--- src/rtl/pong_pkg.sv ---
// Shared Pong encodings: match state (also drives LD3/LD5/LD6/LD7 and the
// ball state machine), winner code and score width.
package pong_pkg;
  localparam int SCORE_W = 4;

  typedef enum logic [1:0] {
    QI      = 2'b00,
    QGAME_1 = 2'b01,
    QGAME_2 = 2'b10,
    QDONE   = 2'b11
  } state_t;

  typedef enum logic [1:0] {
    WIN_NONE = 2'b00,
    WIN_P1   = 2'b01,
    WIN_P2   = 2'b10
  } winner_t;
endpackage

--- src/rtl/pong_match_ctrl_if.sv ---
// Match-control bus: game events and switch in, state/score/ball control out.
interface pong_match_ctrl_if;
  import pong_pkg::*;

  logic                tick;
  logic                start;
  logic                p1_miss;
  logic                p2_miss;
  state_t              state;
  logic                ball_run;
  logic                serve_dir;
  logic [SCORE_W-1:0]  p1_score;
  logic [SCORE_W-1:0]  p2_score;
  winner_t             winner;

  modport master (
    output tick, start, p1_miss, p2_miss,
    input  state, ball_run, serve_dir, p1_score, p2_score, winner
  );

  modport slave (
    input  tick, start, p1_miss, p2_miss,
    output state, ball_run, serve_dir, p1_score, p2_score, winner
  );
endinterface

--- src/rtl/pong_serve_timer.sv ---
// Serve hold-off counter: load reloads SERVE_DELAY, each tick counts down to 0.
module pong_serve_timer #(
  parameter int SERVE_DELAY = 64,
  localparam int W = $clog2(SERVE_DELAY + 1)
) (
  input  logic clk,
  input  logic reset,
  input  logic load,
  input  logic tick,
  output logic zero_next
);
  logic [W-1:0] cnt_q, cnt_d;

  always_comb begin
    cnt_d = cnt_q;
    if (load)
      cnt_d = W'(SERVE_DELAY);
    else if (tick && cnt_q != '0)
      cnt_d = cnt_q - W'(1);
    // Zero as of the coming edge, so the caller can register ball_run on the
    // same edge that consumes the final tick.
    zero_next = (cnt_d == '0);
  end

  always_ff @(posedge clk or posedge reset)
    if (reset) cnt_q <= '0;
    else       cnt_q <= cnt_d;
endmodule

--- src/rtl/pong_match_ctrl.sv ---
// Pong match flow: idle / serve / rally / game-over sequencing and scoring.
module pong_match_ctrl
  import pong_pkg::*;
#(
  parameter int WIN_SCORE   = 10,
  parameter int SERVE_DELAY = 64
) (
  input  logic              clk,
  input  logic              reset,
  pong_match_ctrl_if.slave  bus
);
  localparam logic [SCORE_W-1:0] WIN_S = SCORE_W'(WIN_SCORE);

  state_t             state_q, state_d;
  winner_t            win_q, win_d;
  logic [SCORE_W-1:0] p1_q, p1_d, p2_q, p2_d, p1_inc, p2_inc;
  logic               ball_run_q, ball_run_d;
  logic               serve_dir_q, serve_dir_d;
  logic               start_q, start_edge;
  logic               load, zero_next;

  pong_serve_timer #(.SERVE_DELAY(SERVE_DELAY)) u_timer (
    .clk       (clk),
    .reset     (reset),
    .load      (load),
    .tick      (bus.tick),
    .zero_next (zero_next)
  );

  assign start_edge = bus.start & ~start_q;
  assign p1_inc     = p1_q + SCORE_W'(1);
  assign p2_inc     = p2_q + SCORE_W'(1);

  always_comb begin
    state_d = state_q;
    p1_d    = p1_q;
    p2_d    = p2_q;
    win_d   = win_q;
    load    = 1'b0;
    case (state_q)
      QI: begin
        p1_d  = '0;
        p2_d  = '0;
        win_d = WIN_NONE;
        if (start_edge) begin
          state_d = QGAME_1;
          load    = 1'b1;
        end
      end
      QGAME_1, QGAME_2: begin
        if (!bus.start) begin
          state_d = QI;
          p1_d    = '0;
          p2_d    = '0;
          win_d   = WIN_NONE;
        end else if (ball_run_q && bus.p1_miss && bus.p2_miss) begin
          load = 1'b1;
        end else if (ball_run_q && bus.p2_miss) begin
          p1_d = p1_inc;
          load = 1'b1;
          if (p1_inc == WIN_S) begin
            state_d = QDONE;
            win_d   = WIN_P1;
          end else begin
            state_d = QGAME_2;
          end
        end else if (ball_run_q && bus.p1_miss) begin
          p2_d = p2_inc;
          load = 1'b1;
          if (p2_inc == WIN_S) begin
            state_d = QDONE;
            win_d   = WIN_P2;
          end else begin
            state_d = QGAME_1;
          end
        end
      end
      QDONE: begin
        if (!bus.start) begin
          state_d = QI;
          p1_d    = '0;
          p2_d    = '0;
          win_d   = WIN_NONE;
        end
      end
      default: state_d = QI;
    endcase
    // A point reloads the timer, so zero_next is low and the ball is held.
    ball_run_d  = (state_d == QGAME_1 || state_d == QGAME_2) && zero_next;
    serve_dir_d = (state_d == QGAME_2);
  end

  always_ff @(posedge clk or posedge reset) begin
    if (reset) begin
      state_q     <= QI;
      p1_q        <= '0;
      p2_q        <= '0;
      win_q       <= WIN_NONE;
      ball_run_q  <= 1'b0;
      serve_dir_q <= 1'b0;
      start_q     <= 1'b1;
    end else begin
      state_q     <= state_d;
      p1_q        <= p1_d;
      p2_q        <= p2_d;
      win_q       <= win_d;
      ball_run_q  <= ball_run_d;
      serve_dir_q <= serve_dir_d;
      start_q     <= bus.start;
    end
  end

  assign bus.state     = state_q;
  assign bus.p1_score  = p1_q;
  assign bus.p2_score  = p2_q;
  assign bus.winner    = win_q;
  assign bus.ball_run  = ball_run_q;
  assign bus.serve_dir = serve_dir_q;
endmodule

--- src/flat_wrapper.sv ---
// flat-port wrapper written by rule: the top's interface ports become plain ports
module pong_match_ctrl_flat import pong_pkg::*;
#(
  parameter int WIN_SCORE   = 10,
  parameter int SERVE_DELAY = 64
)
  (clk, reset, bus_tick, bus_start, bus_p1_miss, bus_p2_miss, bus_state, bus_ball_run, bus_serve_dir, bus_p1_score, bus_p2_score, bus_winner);
  pong_match_ctrl_if bus_i ();
  input  logic clk;
  input  logic reset;
  input wire logic [$bits(bus_i.tick)-1:0] bus_tick;
  input wire logic [$bits(bus_i.start)-1:0] bus_start;
  input wire logic [$bits(bus_i.p1_miss)-1:0] bus_p1_miss;
  input wire logic [$bits(bus_i.p2_miss)-1:0] bus_p2_miss;
  output wire logic [$bits(bus_i.state)-1:0] bus_state;
  output wire logic [$bits(bus_i.ball_run)-1:0] bus_ball_run;
  output wire logic [$bits(bus_i.serve_dir)-1:0] bus_serve_dir;
  output wire logic [$bits(bus_i.p1_score)-1:0] bus_p1_score;
  output wire logic [$bits(bus_i.p2_score)-1:0] bus_p2_score;
  output wire logic [$bits(bus_i.winner)-1:0] bus_winner;
  assign bus_i.tick = bus_tick;
  assign bus_i.start = bus_start;
  assign bus_i.p1_miss = bus_p1_miss;
  assign bus_i.p2_miss = bus_p2_miss;
  assign bus_state = bus_i.state;
  assign bus_ball_run = bus_i.ball_run;
  assign bus_serve_dir = bus_i.serve_dir;
  assign bus_p1_score = bus_i.p1_score;
  assign bus_p2_score = bus_i.p2_score;
  assign bus_winner = bus_i.winner;
  pong_match_ctrl #(.WIN_SCORE(WIN_SCORE), .SERVE_DELAY(SERVE_DELAY)) u_core (.clk(clk), .reset(reset), .bus(bus_i));
endmodule
--- config.mk ---
export PLATFORM = sky130hd
export DESIGN_NAME = pong_match_ctrl_flat
export DESIGN_NICKNAME = d
export VERILOG_FILES = /design/src/rtl/pong_pkg.sv /design/src/rtl/pong_match_ctrl_if.sv /design/src/rtl/pong_serve_timer.sv /design/src/rtl/pong_match_ctrl.sv /design/src/flat_wrapper.sv
export SDC_FILE = /design/constraint.sdc
export NUM_CORES = 1
export LEC_CHECK = 0
export ABC_CLOCK_PERIOD_IN_PS = 2100
export CORE_AREA = 2 2 44 77
export CTS_CLUSTER_DIAMETER = 40
export DETAILED_ROUTE_END_ITERATION = 8
export DIE_AREA = 0 0 46 79
export GPL_TIMING_DRIVEN = 1
export PLACE_DENSITY = 0.8
export SKIP_CTS_REPAIR_TIMING = 1
export SLEW_MARGIN = 20
export SYNTH_ARGS = -nofsm -noshare
export SYNTH_HDL_FRONTEND = slang
export SYNTH_SLANG_ARGS = --single-unit
--- constraint.sdc ---
create_clock -name clk -period 2.1 [get_ports clk]
set_clock_uncertainty 0.1 [all_clocks]
set_input_delay 0.21 -clock clk [delete_from_list [all_inputs] [get_ports clk]]
set_output_delay 0.21 -clock clk [all_outputs]
set_load 0.005 [all_outputs]
Word-level counts from Yosys, hierarchy flattened
Cells that the tools add are included.
{"block": "word_totals", "regBits": 22, "elab_cells": 76}
{"block": "classes", "n_addsub": 3, "eq_ne": 15, "mux": 35, "bitwise": 2, "n_reduce_logical": 13}
{"cell": "$mux W4", "n": 8}
{"cell": "$mux W2", "n": 14}
{"cell": "$pmux W4 S3", "n": 2}
{"cell": "$mux W7", "n": 2}
{"cell": "$pmux W2 S3", "n": 2}
{"cell": "$add A4 B1 Y4 const B", "n": 2}
{"cell": "$eq A4 B4 Y1 const B", "n": 2}
{"cell": "$ne A4 B2 Y1 const B", "n": 2}
{"cell": "$logic_not A7 Y1", "n": 1}
{"cell": "$reduce_bool A7 Y1", "n": 1}
{"cell": "$sub A7 B1 Y7 const B", "n": 1}
{"cell": "$eq A2 B2 Y1 const B", "n": 3}
{"cell": "$mux W1", "n": 6}
{"cell": "$ne A3 B2 Y1 const B", "n": 2}
{"cell": "$ne A3 B3 Y1 const B", "n": 2}
{"cell": "$logic_and A1 B1 Y1", "n": 5}
{"cell": "$reduce_and A5 Y1", "n": 1}
{"cell": "$eq A2 B1 Y1 const B", "n": 2}
{"cell": "$ne A4 B4 Y1 const B", "n": 1}
{"cell": "$reduce_and A4 Y1", "n": 1}
{"cell": "$reduce_and A3 Y1", "n": 1}
{"cell": "$logic_not A2 Y1", "n": 1}
{"cell": "$ne A2 B2 Y1 const B", "n": 1}
{"cell": "$pmux W1 S2", "n": 1}
{"cell": "other kinds (4)", "n": 4}

Logic depth before layout (Yosys ltp)
Gate-level depths: netlist of run 1.
{"block": "logic_depth", "depth_word": 11, "mapped_depth": 9}

Modules after synthesis
Synthesis of run 1 repeated with hierarchy kept, for this count alone.
{"block": "unflattened", "cells_unflattened": 149, "hier_area_um2": 1435.1}
{"mod": "pong_match_ctrl", "instances": 1, "cells_each": 104, "area_per_inst_um2": 988.4, "seq_area_each_um2": 376.6}
{"mod": "pong_serve_timer", "instances": 1, "cells_each": 45, "area_per_inst_um2": 446.7, "seq_area_each_um2": 175.2}

Worst setup path before layout of run 1
No wires, ideal clock.
{"block": "synth_timing", "path_type": "register to register", "start": "register u_core.state_q[0], in the netlist u_core.bus.state[0]", "end": "register u_core.ball_run_q, in the netlist u_core.bus.ball_run", "t_arrival_ns": 2.075, "t_required_ns": 1.932, "path_slack_ns": -0.143, "path_stages_with_launch": 9, "period_less_slack_ns": 2.243, "path_cell_list": "dfrtp_1 inv_1 ha_1 nand2_1 clkbuf_1 o311a_1 ha_1 nor3_1 and4_1"}
{"block": "synth_between", "elab_chain_len": 8}
{"element": "from (decl)", "line_no": "pong_match_ctrl.sv:14", "rtl": "state_t state_q, state_d;"}
{"element": "from (signal assigned)", "line_no": "pong_match_ctrl.sv:103", "rtl": "state_q <= state_d;"}
{"element": "$mux W2", "line_no": "pong_match_ctrl.sv:67", "rtl": "end else if (ball_run_q && bus.p1_miss) begin"}
{"element": "$mux W2", "line_no": "pong_match_ctrl.sv:58", "rtl": "end else if (ball_run_q && bus.p2_miss) begin"}
{"element": "$mux W2", "line_no": "pong_match_ctrl.sv:56", "rtl": "end else if (ball_run_q && bus.p1_miss && bus.p2_miss) begin"}
{"element": "$mux W2", "line_no": "pong_match_ctrl.sv:51", "rtl": "if (!bus.start) begin"}
{"element": "$pmux W2 S3", "line_no": "pong_match_ctrl.sv:40", "rtl": "case (state_q)"}
{"element": "$eq A2 B1 Y1 / $eq A2 B2 Y1 (equally long branches)", "line_no": "pong_match_ctrl.sv:89", "rtl": "ball_run_d = (state_d == QGAME_1 || state_d == QGAME_2) && zero_next;"}
{"element": "$logic_or A1 B1 Y1", "line_no": "pong_match_ctrl.sv:89"}
{"element": "$logic_and A1 B1 Y1 *", "line_no": "pong_match_ctrl.sv:89"}
{"element": "net u_core.ball_run_d", "line_no": "pong_match_ctrl.sv:17", "rtl": "logic ball_run_q, ball_run_d;"}
{"element": "to (signal assigned)", "line_no": "pong_match_ctrl.sv:107", "rtl": "ball_run_q <= ball_run_d;"}
{"element": "to (decl)", "line_no": "pong_match_ctrl.sv:17"}
Mark *: on every way through the listed nets, which the timed path passes. The rest lies on a longest branch.
A chain may end at the register's enable or synchronous reset.

Final worst setup path of run 1
{"block": "layout_timing", "start": "register u_core.p1_q[1], in the netlist u_core.bus.p1_score[1]", "end": "register u_core.ball_run_q, in the netlist u_core.bus.ball_run"}
{"block": "layout_between", "elab_chain_len": 10}
{"element": "from (decl)", "line_no": "pong_match_ctrl.sv:16", "rtl": "logic [SCORE_W-1:0] p1_q, p1_d, p2_q, p2_d, p1_inc, p2_inc;"}
{"element": "from (signal assigned)", "line_no": "pong_match_ctrl.sv:104", "rtl": "p1_q <= p1_d;"}
{"element": "$add A4 B1 Y4 *", "line_no": "pong_match_ctrl.sv:31", "rtl": "assign p1_inc = p1_q + SCORE_W'(1);"}
{"element": "$eq A4 B4 Y1 *", "line_no": "pong_match_ctrl.sv:61", "rtl": "if (p1_inc == WIN_S) begin"}
{"element": "$mux W1 *", "line_no": "pong_match_ctrl.sv:61"}
{"element": "$mux W2 *", "line_no": "pong_match_ctrl.sv:58"}
{"element": "$mux W2 *", "line_no": "pong_match_ctrl.sv:56"}
{"element": "$mux W2 *", "line_no": "pong_match_ctrl.sv:51"}
{"element": "$pmux W2 S3 *", "line_no": "pong_match_ctrl.sv:40"}
{"element": "$eq A2 B1 Y1 / $eq A2 B2 Y1 (equally long branches)", "line_no": "pong_match_ctrl.sv:89"}
{"element": "$logic_or A1 B1 Y1 *", "line_no": "pong_match_ctrl.sv:89"}
{"element": "$logic_and A1 B1 Y1 *", "line_no": "pong_match_ctrl.sv:89"}
{"element": "net u_core.ball_run_d", "line_no": "pong_match_ctrl.sv:17"}
Marks and branches as above.

==> results.md, run 1 <==
STA:
- The count of pins over their slew limit was 0.
- The fraction of the cycle the final worst path needs is 101.9%.
- At the pin with the least slew margin, the transition time is 0.4120 ns.
- The count of final hold-check violations is 0.
- Static timing analysis puts the maximum clock frequency at 0.4673 GHz.
- Adding up every negative setup slack in the final design gives -0.03995 ns.
- After layout, the minimum clock period comes to ~2.1 ns.
- The setup slack after layout is -0.03995 ns.
- The hold slack is around 0.18 ns.
- In this run the tightest slew margin relative to its limit is 72.28%.
- The count of final setup violators is 1.
- Setup repair after global routing could not meet its margin everywhere.

Yosys:
- During synthesis, Yosys emitted a total of 0 warnings.
- Each instance of the synthesized netlist takes up on average 8.542 um^2.
- The number of nets in the synthesized netlist is around 180.
- Yosys mapped a number of flops with a built-in enable equal to 0.
- The most used flip-flop cell after synthesis is dfrtp_1.
- The netlist area before placement is 1435 um^2.
- In the synthesized netlist the async set-or-reset flop fraction comes to 100.0%.
- After synthesis, the netlist uses 45 different library cells.
- Synthesis handed over a netlist of 168 instances.
- After synthesis, flip-flops and latches occupy 38.45% of the total area.
- After synthesis the netlist holds a flip-flop and latch count of 22.

Setup path:
- The worst setup path is launched from a register.
- The endpoint arrival time on the critical path is 2.24 ns.
- The category of the worst setup path capture point is a register.
- The required arrival time at the worst endpoint is ~2.2 ns.
- The top fanout value on the critical path is 4.
- The capturing point of the worst reg2reg path is u_core.bus.ball_run.
- The worst setup path category is register to register.
- The reg-to-reg setup timing slack is -0.04 ns.
- Among all stages on the critical path, the largest delay is contributed by dfrtp_2.
- The delay of the slowest critical-path stage is 0.45 ns.
- The signal on the critical path passes through inv_1 -> ha_2 -> nand2_1 -> o21ai_2 -> nor3_2 -> o311a_1 -> ha_1 -> nor3_2 -> and4_1.
- The buffers plus inverters on the worst setup path is 1.
- The cell family contributing the most delay on the critical path is simple AND/OR/NAND/NOR gates.
- The number of cells on the worst reg-to-reg path is 9.
- The startpoint of the worst-slack reg-to-reg timing path is u_core.bus.p1_score[1].
- By instance count, the cell type seen most on the critical path is nor3_2.

Placement:
- The port buffer count is 19.
- Including well taps, the total number of placed cells is ~240.
- The worst slack after detailed placement is -0.1440 ns.
- At the end of routability-driven placement, the weighted congestion stood at 0.9057.
- Summed over all nets, the half-perimeter wirelength after detailed placement is 2833 um.
- The placement-stage cell area is ~1900 um^2.

Final layout:
- Of the cells placed in the final design, the portion with a size suffix greater than 1 is between 20 and 30%.
- The non-filler instance count after layout is between 200 and 250.
- Cells fill 66.54% of the core in the end.
- The count of inserted antenna diode cells is 0.
- The final net count is 236.
- The layout-stage area growth over the synthesis result is 40.98%.
- Once layout is done, the placed cells without fillers occupy 2023 um^2.

Global routing:
- The global-route usage over all layers is roughly 22%.
- The number of antenna violations at the first check in global routing is 0.
- Global routing used under 10% of the available met3 tracks.
- In this run the most used layer during global routing was met2.
- The number of global-route vias before repair came to 1426.
- For this run the aggregate overflow at the end of global routing stands at 0.
- Entering global routing, the biggest net connects 23 pins.
- The met2 usage is 41.67%.
- The met1 track demand over resource in global routing is a little over a fifth.
- The first global-routing pass estimated approximately 6000 um of wire.

Floorplan:
- The starting density of the core is approximately 47%.
- The region available for standard cell placement spans 3040 um^2.
- The number of top-level pins is 20.
- The overall die width is 46 um.
- Measured along the y axis, the die boundary spans 79 um.
- The die covers 3634 um^2.
- Row generation in the floorplan step produced 27 rows.

Routing:
- The detail-routed net length per standard cell is 14.85 um.
- The length of the first detailed-routing pass in iterations is 5.
- The routed layout has 1418 vias.
- The initial DRC count is 23.
- Once detail routing completed, the nets flagged for antenna violations numbered 0.
- The via-per-instance ratio is 5.718.
- After detailed routing, the total wire length is 3683 um.
- The residual DRC count is 0.

Clock network:
- The TritonCTS clock tree is yes.
- The cell sitting at the root of the clock tree is a clkbuf_8.
- The H-tree depth is 1.
- The number of buffers inserted during clock tree synthesis is 3.
- Clock-pin slew was measured on the worst setup and hold paths at 0.08 ns.
- The maximum count of clock buffers along a single path is 2.
- The clock latency of the later-clocked register in the worst-skew pair is approximately 0.26 ns.
- The clock drives 22 sinks.

Outcome:
- The run finished, with violations left.
- The checks that failed: setup timing.

Power and ir drop:
- The power density of the placed cells is 839.3 nW/um^2.
- For this design the static power due to leakage is 0.8739 nW.
- VDD sags by at most 0.0006681 V.
- Overall power consumption after layout is estimated at ~1.7 mW.

Flow run:
- Across the run, the number of max-cap violations was 0.

Worst hold path:
- The type of the worst min-delay path is input pin to asynchronous set/reset pin.
## cell usage in the layout (no fill, tap or decap), types with 3 or more instances in the layout
cell	instances
inv_1	8
nor2_1	13
nand3_1	5
o21ai_0	13
dfrtp_1	18
ha_1	6
nand2_1	25
xnor2_1	5
nor3_1	4
a21oi_1	6
clkbuf_8	4
nand4_1	3
buf_4	33
dfrtp_2	3
clkdlybuf4s50_1	19
## worst max-delay path by stage
stage | start | to | slack, ns | depth (start not counted)
finish | u_core.bus.p1_score[1] | u_core.bus.ball_run | -0.04 | 9
global placement | bus_p2_miss | u_core.bus.ball_run | -0.08 | 8
CTS | u_core.bus.p1_score[1] | u_core.bus.ball_run | -0.17 | 9
detailed placement | u_core.bus.p1_score[1] | u_core.bus.ball_run | -0.14 | 9
floorplan | u_core.bus.state[0] | u_core.bus.ball_run | 0.01 | 8
global route | u_core.bus.p2_score[1] | u_core.bus.ball_run | -0.20 | 9
## flip-flops by register name, summed over array words and instances (netlist names)
register / cells
u_core.bus.p2_score: 4
u_core.bus.winner: 2
u_core.bus.serve_dir: 1
u_core.u_timer.cnt_q: 7
u_core.bus.ball_run: 1
u_core.bus.p1_score: 4
u_core.start_q: 1
u_core.bus.state: 2
## routing by layer
layer	wire length (um)	vias up
met4	123	0
met1	1361	676
met5	0	-
li1	-	694
met2	2117	36
met3	80	12
## tightest hold or removal path: cells and delay by family
family / cells / cell delay (ns)
buffers and inverters: 3 / 0.72
## final cells by class
type | instances | area (um^2)
tap | 29 | 36.28
sequential | 22 | 555.5
fill | 232 | 1017
clock buffer | 4 | 55.05
timing repair buffer | 52 | 437.9
inverter | 10 | 37.54
multi-input combinational | 131 | 900.9
## where the power goes
group          total, mW  internal [mW]  leakage [nW]  switching [mW]
Clock              0.301          0.167        0.0288           0.134
Sequential         0.602          0.505         0.284          0.0969
Combinational      0.795          0.394         0.561           0.401
## cells in the mapped netlist, types with 2 or more instances
master | instances | area, um^2
nor2_1 | 15 | 56.30
o31ai_1 | 3 | 22.52
ha_1 | 10 | 125.1
nand4_1 | 3 | 18.77
or4_1 | 2 | 15.01
o21a_1 | 2 | 15.01
nor3_1 | 6 | 30.03
nand3_1 | 5 | 25.02
a21o_1 | 2 | 15.01
buf_2 | 3 | 15.01
nor2b_1 | 2 | 12.51
nor3b_1 | 3 | 22.52
a21oi_1 | 8 | 40.04
xnor2_1 | 5 | 43.79
o21ai_0 | 14 | 70.07
inv_1 | 10 | 37.54
nand2b_1 | 2 | 12.51
dfrtp_1 | 21 | 525.5
or3_1 | 2 | 12.51
nand2_1 | 25 | 93.84
## kinds of logic (layout without fill, tap and decap cells)
family	Yosys count	after routing	synth area share (%)
simple gates	74	74	26.16
compound gates	40	40	17.61
xor+xnor	6	6	3.662
buf+inv	15	66	4.708
mux	1	1	0.6975
flops	22	22	38.45
fa+ha+maj	10	10	8.718
(Power assumes the default switching activity.)
==> run 2, diff against run 1 <==
--- a/config.mk
+++ b/config.mk
@@ -11,7 +11,8 @@
 export DETAILED_ROUTE_END_ITERATION = 8
 export DIE_AREA = 0 0 46 79
 export GPL_TIMING_DRIVEN = 1
-export PLACE_DENSITY = 0.8
+export PLACE_DENSITY = 0.74
+export REMOVE_ABC_BUFFERS = 1
 export SKIP_CTS_REPAIR_TIMING = 1
 export SLEW_MARGIN = 20
 export SYNTH_ARGS = -nofsm -noshare
==> run 2 against run 1 <==
  * The run now ends clean
  * First-iteration DRC count increased by 39%
  * Setup slack gained 0.047 ns
  * Clock power is essentially flat
  * Register-to-register slack better by 0.05 ns
  * Maximum frequency rose by 2.3%
  * Routed wire length fell by 1.2%
  * Sequential share of layout area is 0.41 points lower
  * Via count up 1.5%
  * Final area up 1.3%
  * Non-clock buffer count up 4
  * Clock-buffer cell count is the same
  * Critical endpoint unchanged
  * Largest cell class unchanged
  * Largest power group unchanged
==> results.md, run 2 (synthesis gave the netlist of run 1 again) <==
Global routing:
- Global routing used between 20% and 30% of the available tracks across all layers.
- The number of global-route vias before repair is 1398.
- The number of antenna violations at the first check in global routing came to 0.
- Entering global routing, the biggest net connects 23 pins.
- The total congestion overflow after global routing is 0.
- The first-pass GRT wire length is 5878 um.

Final layout:
- The area of all placed cells without fillers is 2049 um^2.
- The most common cell after layout, fill and taps aside is buf_4.
- In the layout the commonest cells are buf_4 (34), nand2_1 (24), clkdlybuf4s50_1 (19), dfrtp_1 (19), nor2_1 (15).
- The count of inserted antenna diode cells is 0.
- The ratio of cells with drive above 1 in the final layout is 26.46%.
- The register name with the most flops is u_core.u_timer.cnt_q.
- The register with the most flip-flops in the layout has 7 of them.
- The layout-stage area growth over the synthesis result is 42.81%.
- The final net count is 240.
- The fill cell total of the finished layout is 253.

Setup path:
- The most frequent cell on the critical path is nor2_1.
- The critical path ends at u_core.bus.ball_run.
- The startpoint of the worst-slack reg-to-reg timing path is u_core.bus.p2_score[0].
- In this design, the stage delay of the slowest critical-path cell is 0.42 ns.
- For the worst setup path, the data arrival time is 2.19 ns.
- The critical path goes through ha_2 -> nor2_1 -> nand2_1 -> a21oi_2 -> nor2_1 -> o31ai_2 -> ha_1 -> nor3_2 -> and4_1.
- The setup path with the least slack is of type register to register.
- The top fanout value on the critical path is 4.
- The buffers plus inverters on the worst setup path is 0.
- Measured in cells, the most critical reg-to-reg path has a length of 9.
- The number of cells on the critical path is 9.
- The nature of the critical path startpoint is a register.
- The startpoint of the most critical setup path is u_core.bus.p2_score[0].
- STA classifies the critical path endpoint as a register.
- The capturing point of the worst reg2reg path is u_core.bus.ball_run.
- The standard cell with the maximum stage delay on the critical path is dfrtp_1.
- The worst register-to-register path has a setup slack of 0.007 ns.
- The family with the most delay on the worst path is simple AND/OR/NAND/NOR gates.
- At the worst endpoint, the required time is 2.19 ns.

Floorplan:
- The overall die height is about 79 um.
- The row count is 27.
- During I/O placement, the number of pins put on the boundary was 20.
- The starting density of the core is 47.20%.
- The die is 46 um wide.
- The total die area is 3634 um^2.
- The core region is approximately 3000 um^2.

Placement:
- Port buffering added 19 buffers.
- The congestion estimate from routability-driven global placement came to 0.9702.
- The placed wire-length estimate is roughly 2800 um.
- In this run the cell area measured after placement is 1879 um^2.

Flow run:
- The total of max-cap violations is 0.

Clock network:
- No sink is reached through more buffers than the 2 on the longest clock path.
- The number of sinks handled by clock tree synthesis is 22.
- In this run the number of H-tree levels came out at 1.
- After clock tree synthesis, the clock-pin slew on the worst setup and hold paths is 0.08 ns.
- The TritonCTS clock tree is yes.
- The number of buffers inserted during clock tree synthesis is 3.
- The clock root buffer master is clkbuf_8.
- Clock latency on the worst-skew pair, taken at its later pin, is roughly 0.26 ns.

Power and ir drop:
- Dividing total power by cell area gives a power density of about 830 nW/um^2.
- The reported leakage power is 0.8984 nW.
- The clock network fraction of total power is 17.8%.
- The internal portion of the total power is 1.079 mW.
- The switching power share of the total is 36.40%.
- The worst IR drop on VDD is 0.0006751 V.
- The share of total power in combinational logic is 46.5%.
- Summed over all nets, the switching power comes to 0.6172 mW.
- The share of total power dissipated in sequential elements is 35.7%.

Routing:
- The residual DRC count is 0.
- The number of vias after detailed routing is 1439.
- The length of the first detailed-routing pass in iterations is 4.
- The via-per-instance ratio is between 5 and 6.
- In this run, the number of DRC markers left after iteration 0 of detailed routing was 32.
- The detail-routed net length per standard cell is 14.44 um.
- The sum of routed wire length over all layers is approximately 3600 um.
- The count of nets left with antenna violations once routing finished came out at 0.

STA:
- The worst pin sits at a relative slew slack of 74.07%.
- The final critical delay including setup and external delays is 2.093 ns.
- The count of pins over their slew limit came to 0.
- Adding up every negative setup slack in the final design gives 0 ns.
- Setup violations remaining at the end of the flow were counted as 0.
- Dividing the final minimum period by the clock period gives 99.65%.
- At the pin with the least slew margin, the transition time is 0.3857 ns.
- Based on the critical path, the design can be clocked at up to between 0.4 and 0.5 GHz.
- Setup repair after global routing could not meet its margin everywhere.
- The count of final hold-check violations is 0.

Outcome:
- The flow ran to the end, and the final reports show no timing, DRC or antenna violations.

Worst hold path:
- The type of the worst min-delay path is input pin to asynchronous set/reset pin.
[run 2: cell type report]
class	count	area (um^2)	area share, %
clock buffer	4	55.05	2.686
inverter	10	37.54	1.831
timing repair buffer	56	479.2	23.38
multi-input combinational	131	887.1	43.28
sequential	22	554.3	27.05
tap	29	36.28	1.770
[run 2: per-stage QoR]
stage | hold WS, ns | std cells | total power, mW | setup WS [ns] | util [%]
3_5_place_dp | 0.4308 | 244 | 1.370 | -0.1962 | 61.81
3_3_place_gp | 0.4141 | 244 | 1.332 | -0.1212 | 61.81
2_1_floorplan | 0.09848 | 163 | 1.052 | -0.1383 | -
4_1_cts | 0.1974 | 248 | 1.679 | -0.2113 | 63.62
6_report | 0.1934 | 252 | 1.696 | 0.007305 | 67.41
5_1_grt | 0.2453 | 252 | 1.845 | -0.1304 | 67.41
[run 2: metal layers]
| layer | vias up | GRT usage [%] | part of all wire [%] |
|---|---|---|---|
| met4 | 0 | 10.86 | 2.9 |
| li1 | 705 | - | - |
| met2 | 39 | 38.61 | 56 |
| met3 | 10 | 2.273 | 2.9 |
| met1 | 685 | 22.69 | 38 |
| met5 | - | 0 | 0 |
[run 2: worst min-delay path: cells and delay by family]
family	cells	cell delay, ns
buffers and inverters	3	0.74
[run 2: worst min path at each step]
stage	cells after the start	end	from	slack (ns)
global route	3	u_core.bus.state[1]	reset	0.25
global placement	2	u_core.bus.p1_score[1]	u_core.bus.p1_score[1]	0.41
finish	3	u_core.bus.state[1]	reset	0.19
floorplan	1	u_core.bus.ball_run	reset	0.1
detailed placement	1	u_core.u_timer.cnt_q[6]	u_core.u_timer.cnt_q[6]	0.43
CTS	3	u_core.bus.state[1]	reset	0.20
[run 2: power groups by stage]
stage	registers, mW	logic (mW)	clock network [mW]
after floorplan	0.602	0.450	0
after global placement	0.602	0.730	0
after detailed placement	0.609	0.761	0
after CTS	0.602	0.765	0.312
after global routing	0.621	0.894	0.331
final	0.606	0.788	0.301
==> run 3, diff against run 2 <==
--- a/config.mk
+++ b/config.mk
@@ -14,6 +14,7 @@
 export PLACE_DENSITY = 0.74
 export REMOVE_ABC_BUFFERS = 1
 export SKIP_CTS_REPAIR_TIMING = 1
+export SKIP_LAST_GASP = 1
 export SLEW_MARGIN = 20
 export SYNTH_ARGS = -nofsm -noshare
 export SYNTH_HDL_FRONTEND = slang
==> run 3 against run 2 <==
  * Hold slack got worse by 0.0043 ns
  * Combinational power is 0.8% lower
  * Via count hardly changed
  * Clock-buffer cell count unchanged
  * Clock power barely moved
==> results.md, run 3 (synthesis gave the netlist of run 1 again) <==
Placement:
- The count of placed standard cells including taps is 244.
- The global placer's final weighted congestion is 0.9702.
- Detailed placement finished with a half-perimeter wire length of 2827 um.
- OpenSTA, run right after detailed placement, puts the worst setup slack at -0.1962 ns.
- The placement-stage cell area is 1879 um^2.
- The port buffer count is 19.

STA:
- Setup repair after global routing could not meet its margin everywhere.
- Once routing completed, OpenROAD measured the worst setup slack at 0.003551 ns.
- The count of pins over their slew limit is 0.
- The worst path in the final design needs a cycle of between 2 and 2.5 ns, including I/O delays and setup.
- The fraction of the cycle the final worst path needs is 99.83%.
- Measured against its own limit, the worst slew margin works out to 72.73%.
- For the pin with the worst max-slew slack, the measured transition is between 0.4 and 0.5 ns.
- Setup violations remaining at the end of the flow were counted as 0.
- The count of final hold-check violations is 0.
- Static timing analysis puts the maximum clock frequency at 0.4770 GHz.

Setup path:
- The worst setup path is captured at a register.
- In this run the worst path has a maximum fanout of 4.
- Among cell families on the critical path, the largest total delay comes from compound AO/OA/AOI/OAI gates.
- The endpoint arrival time on the critical path is 2.19 ns.
- The standard cell with the maximum stage delay on the critical path is dfrtp_2.
- The required arrival time at the worst endpoint is 2.20 ns.
- The most frequent cell on the critical path is nor3_2.
- The critical path goes through inv_1 -> ha_4 -> nand2_2 -> o21ai_2 -> nor3_2 -> o311a_1 -> ha_1 -> nor3_2 -> and4_1.
- Together, buffers and inverters on the worst path number 1.
- The largest single stage delay on the critical path is 0.44 ns.
- The worst setup path is launched from a register.
- The worst setup path category is register to register.

Final layout:
- The number of flip-flops under the largest register name is 7.
- The area of all placed cells without fillers is 2032 um^2.
- In the final design database the tool counted 240 nets.
- The area taken by flip-flops and latches is 554.3 um^2.
- Cells fill about two thirds of the core in the end.
- The non-filler instance count after layout is 252.
- In the final layout, the multi-input gates occupy 877.1 um^2.
- The fill cell total of the finished layout is about 260.
- The post-route netlist has 25.56% of its cells at a drive strength greater than 1.
- The layout-stage area growth over the synthesis result is 41.59%.
- More flip-flops sit in one register than any other, and that register is u_core.u_timer.cnt_q.
- Leaving out fill and tap cells, the most frequent cells in the layout are buf_4 (36), nand2_1 (24), clkdlybuf4s50_1 (19), dfrtp_1 (19), nor2_1 (15).
- The library cell used most frequently in the layout, excluding fill and tap cells, is buf_4.
- The count of inserted antenna diode cells is 0.

Global routing:
- Entering global routing, the biggest net connects 23 pins.
- The number of global-route vias before repair is about 1400.
- Global routing used 21.40% of the available tracks across all layers.
- The first global-routing pass estimated ~5900 um of wire.
- The number of antenna violations at the first check in global routing is 0.
- The total congestion overflow after global routing is 0.

Routing:
- The number of vias after detailed routing is 1440.
- The via-per-instance ratio is approximately 5.7.
- The number of nets with antenna violations after detailed routing is 0.
- The first routing iteration left 26 violations.
- The length of the first detailed-routing pass in iterations is 4.
- After detailed routing, the average wire length per cell comes to around 14 um.
- After detailed routing, the number of remaining DRC violations is 0.
- Summed over all layers, the routed wires come to 3594 um.

Power and ir drop:
- For this design the static power due to leakage is roughly 0.9 nW.
- The worst IR drop on VDD is 0.0006791 V.
- Dividing total power by cell area gives a power density of between 800 and 900 nW/um^2.

Floorplan:
- The die is 79 um tall.
- The floorplan step set the die width to 46 um.
- After floorplanning, the core was divided into 27 placement rows.
- The floorplan step defined a core boundary enclosing about 3000 um^2.
- For this design the top-level I/O count stands at 20.
- The initial utilization of the core area, before any placement, comes to 47.20%.
- The floorplan step defined a die boundary enclosing 3634 um^2.

Flow run:
- Across the run, the number of max-cap violations was 0.

Clock network:
- Buffers inserted during clock tree synthesis total 3.
- The number of sinks handled by clock tree synthesis is 22.
- The clock latency of the later-clocked register in the worst-skew pair is 0.27 ns.
- In this run the number of H-tree levels came out at 1.
- Counting along the longest clock path gives a buffer depth of 2.
- The tree is rooted in a clkbuf_8.
- After clock tree synthesis, the clock-pin slew on the worst setup and hold paths is about 0.08 ns.
- TritonCTS built the clock tree.

Outcome:
- The flow ran to the end, and the final reports show no timing, DRC or antenna violations.

Worst hold path:
- The worst hold path belongs to the class input pin to asynchronous set/reset pin.
[run 3: cell type report]
cell class | instances | share of cell area (%)
Multi-Input combinational cell | 131 | 43.16
Sequential cell | 22 | 27.28
Timing Repair Buffer | 56 | 23.21
Clock buffer | 4 | 2.709
Inverter | 10 | 1.847
Tap cell | 29 | 1.786
[run 3: stage by stage]
step	setup TNS, ns	hold WS [ns]	total power [mW]
detailed placement	-0.1962	0.4308	1.370
CTS	-0.2113	0.1974	1.679
global route	-0.1146	0.2462	1.835
floorplan	-0.1383	0.09848	1.052
finish	0	0.1891	1.688
global placement	-0.1212	0.4141	1.332
[run 3: worst min-delay path, delay by kind of cell]
family / cells / cell delay, ns
buffers and inverters: 3 / 0.74
[run 3: routing by layer]
| layer | wire, um | GRT usage (%) |
|---|---|---|
| met4 | 91 | 10.86 |
| met3 | 79 | 2.273 |
| met2 | 2026 | 38.61 |
| met5 | 0 | 0 |
| met1 | 1396 | 22.69 |
[run 3: worst paths after layout]
path,start,endpoint,slack (ns),cells past startpoint
setup / recovery,u_core.bus.p1_score[1],u_core.bus.ball_run,0.004,9
hold / removal,reset,u_core.bus.state[1],0.19,3
setup reg to reg,u_core.bus.p1_score[1],u_core.bus.ball_run,0.004,9
hold reg to reg,u_core.bus.winner[0],u_core.bus.winner[0],0.44,2
max in group asynchronous,reset,u_core.start_q,1.44,3
min in group clk,u_core.bus.winner[0],u_core.bus.winner[0],0.44,2
[run 3: power by group]
part	leakage [nW]	internal, mW	switching [mW]	total (mW)
Clock	0.0288	0.167	0.135	0.302
Combinational	0.583	0.400	0.382	0.782
Sequential	0.286	0.505	0.0986	0.604
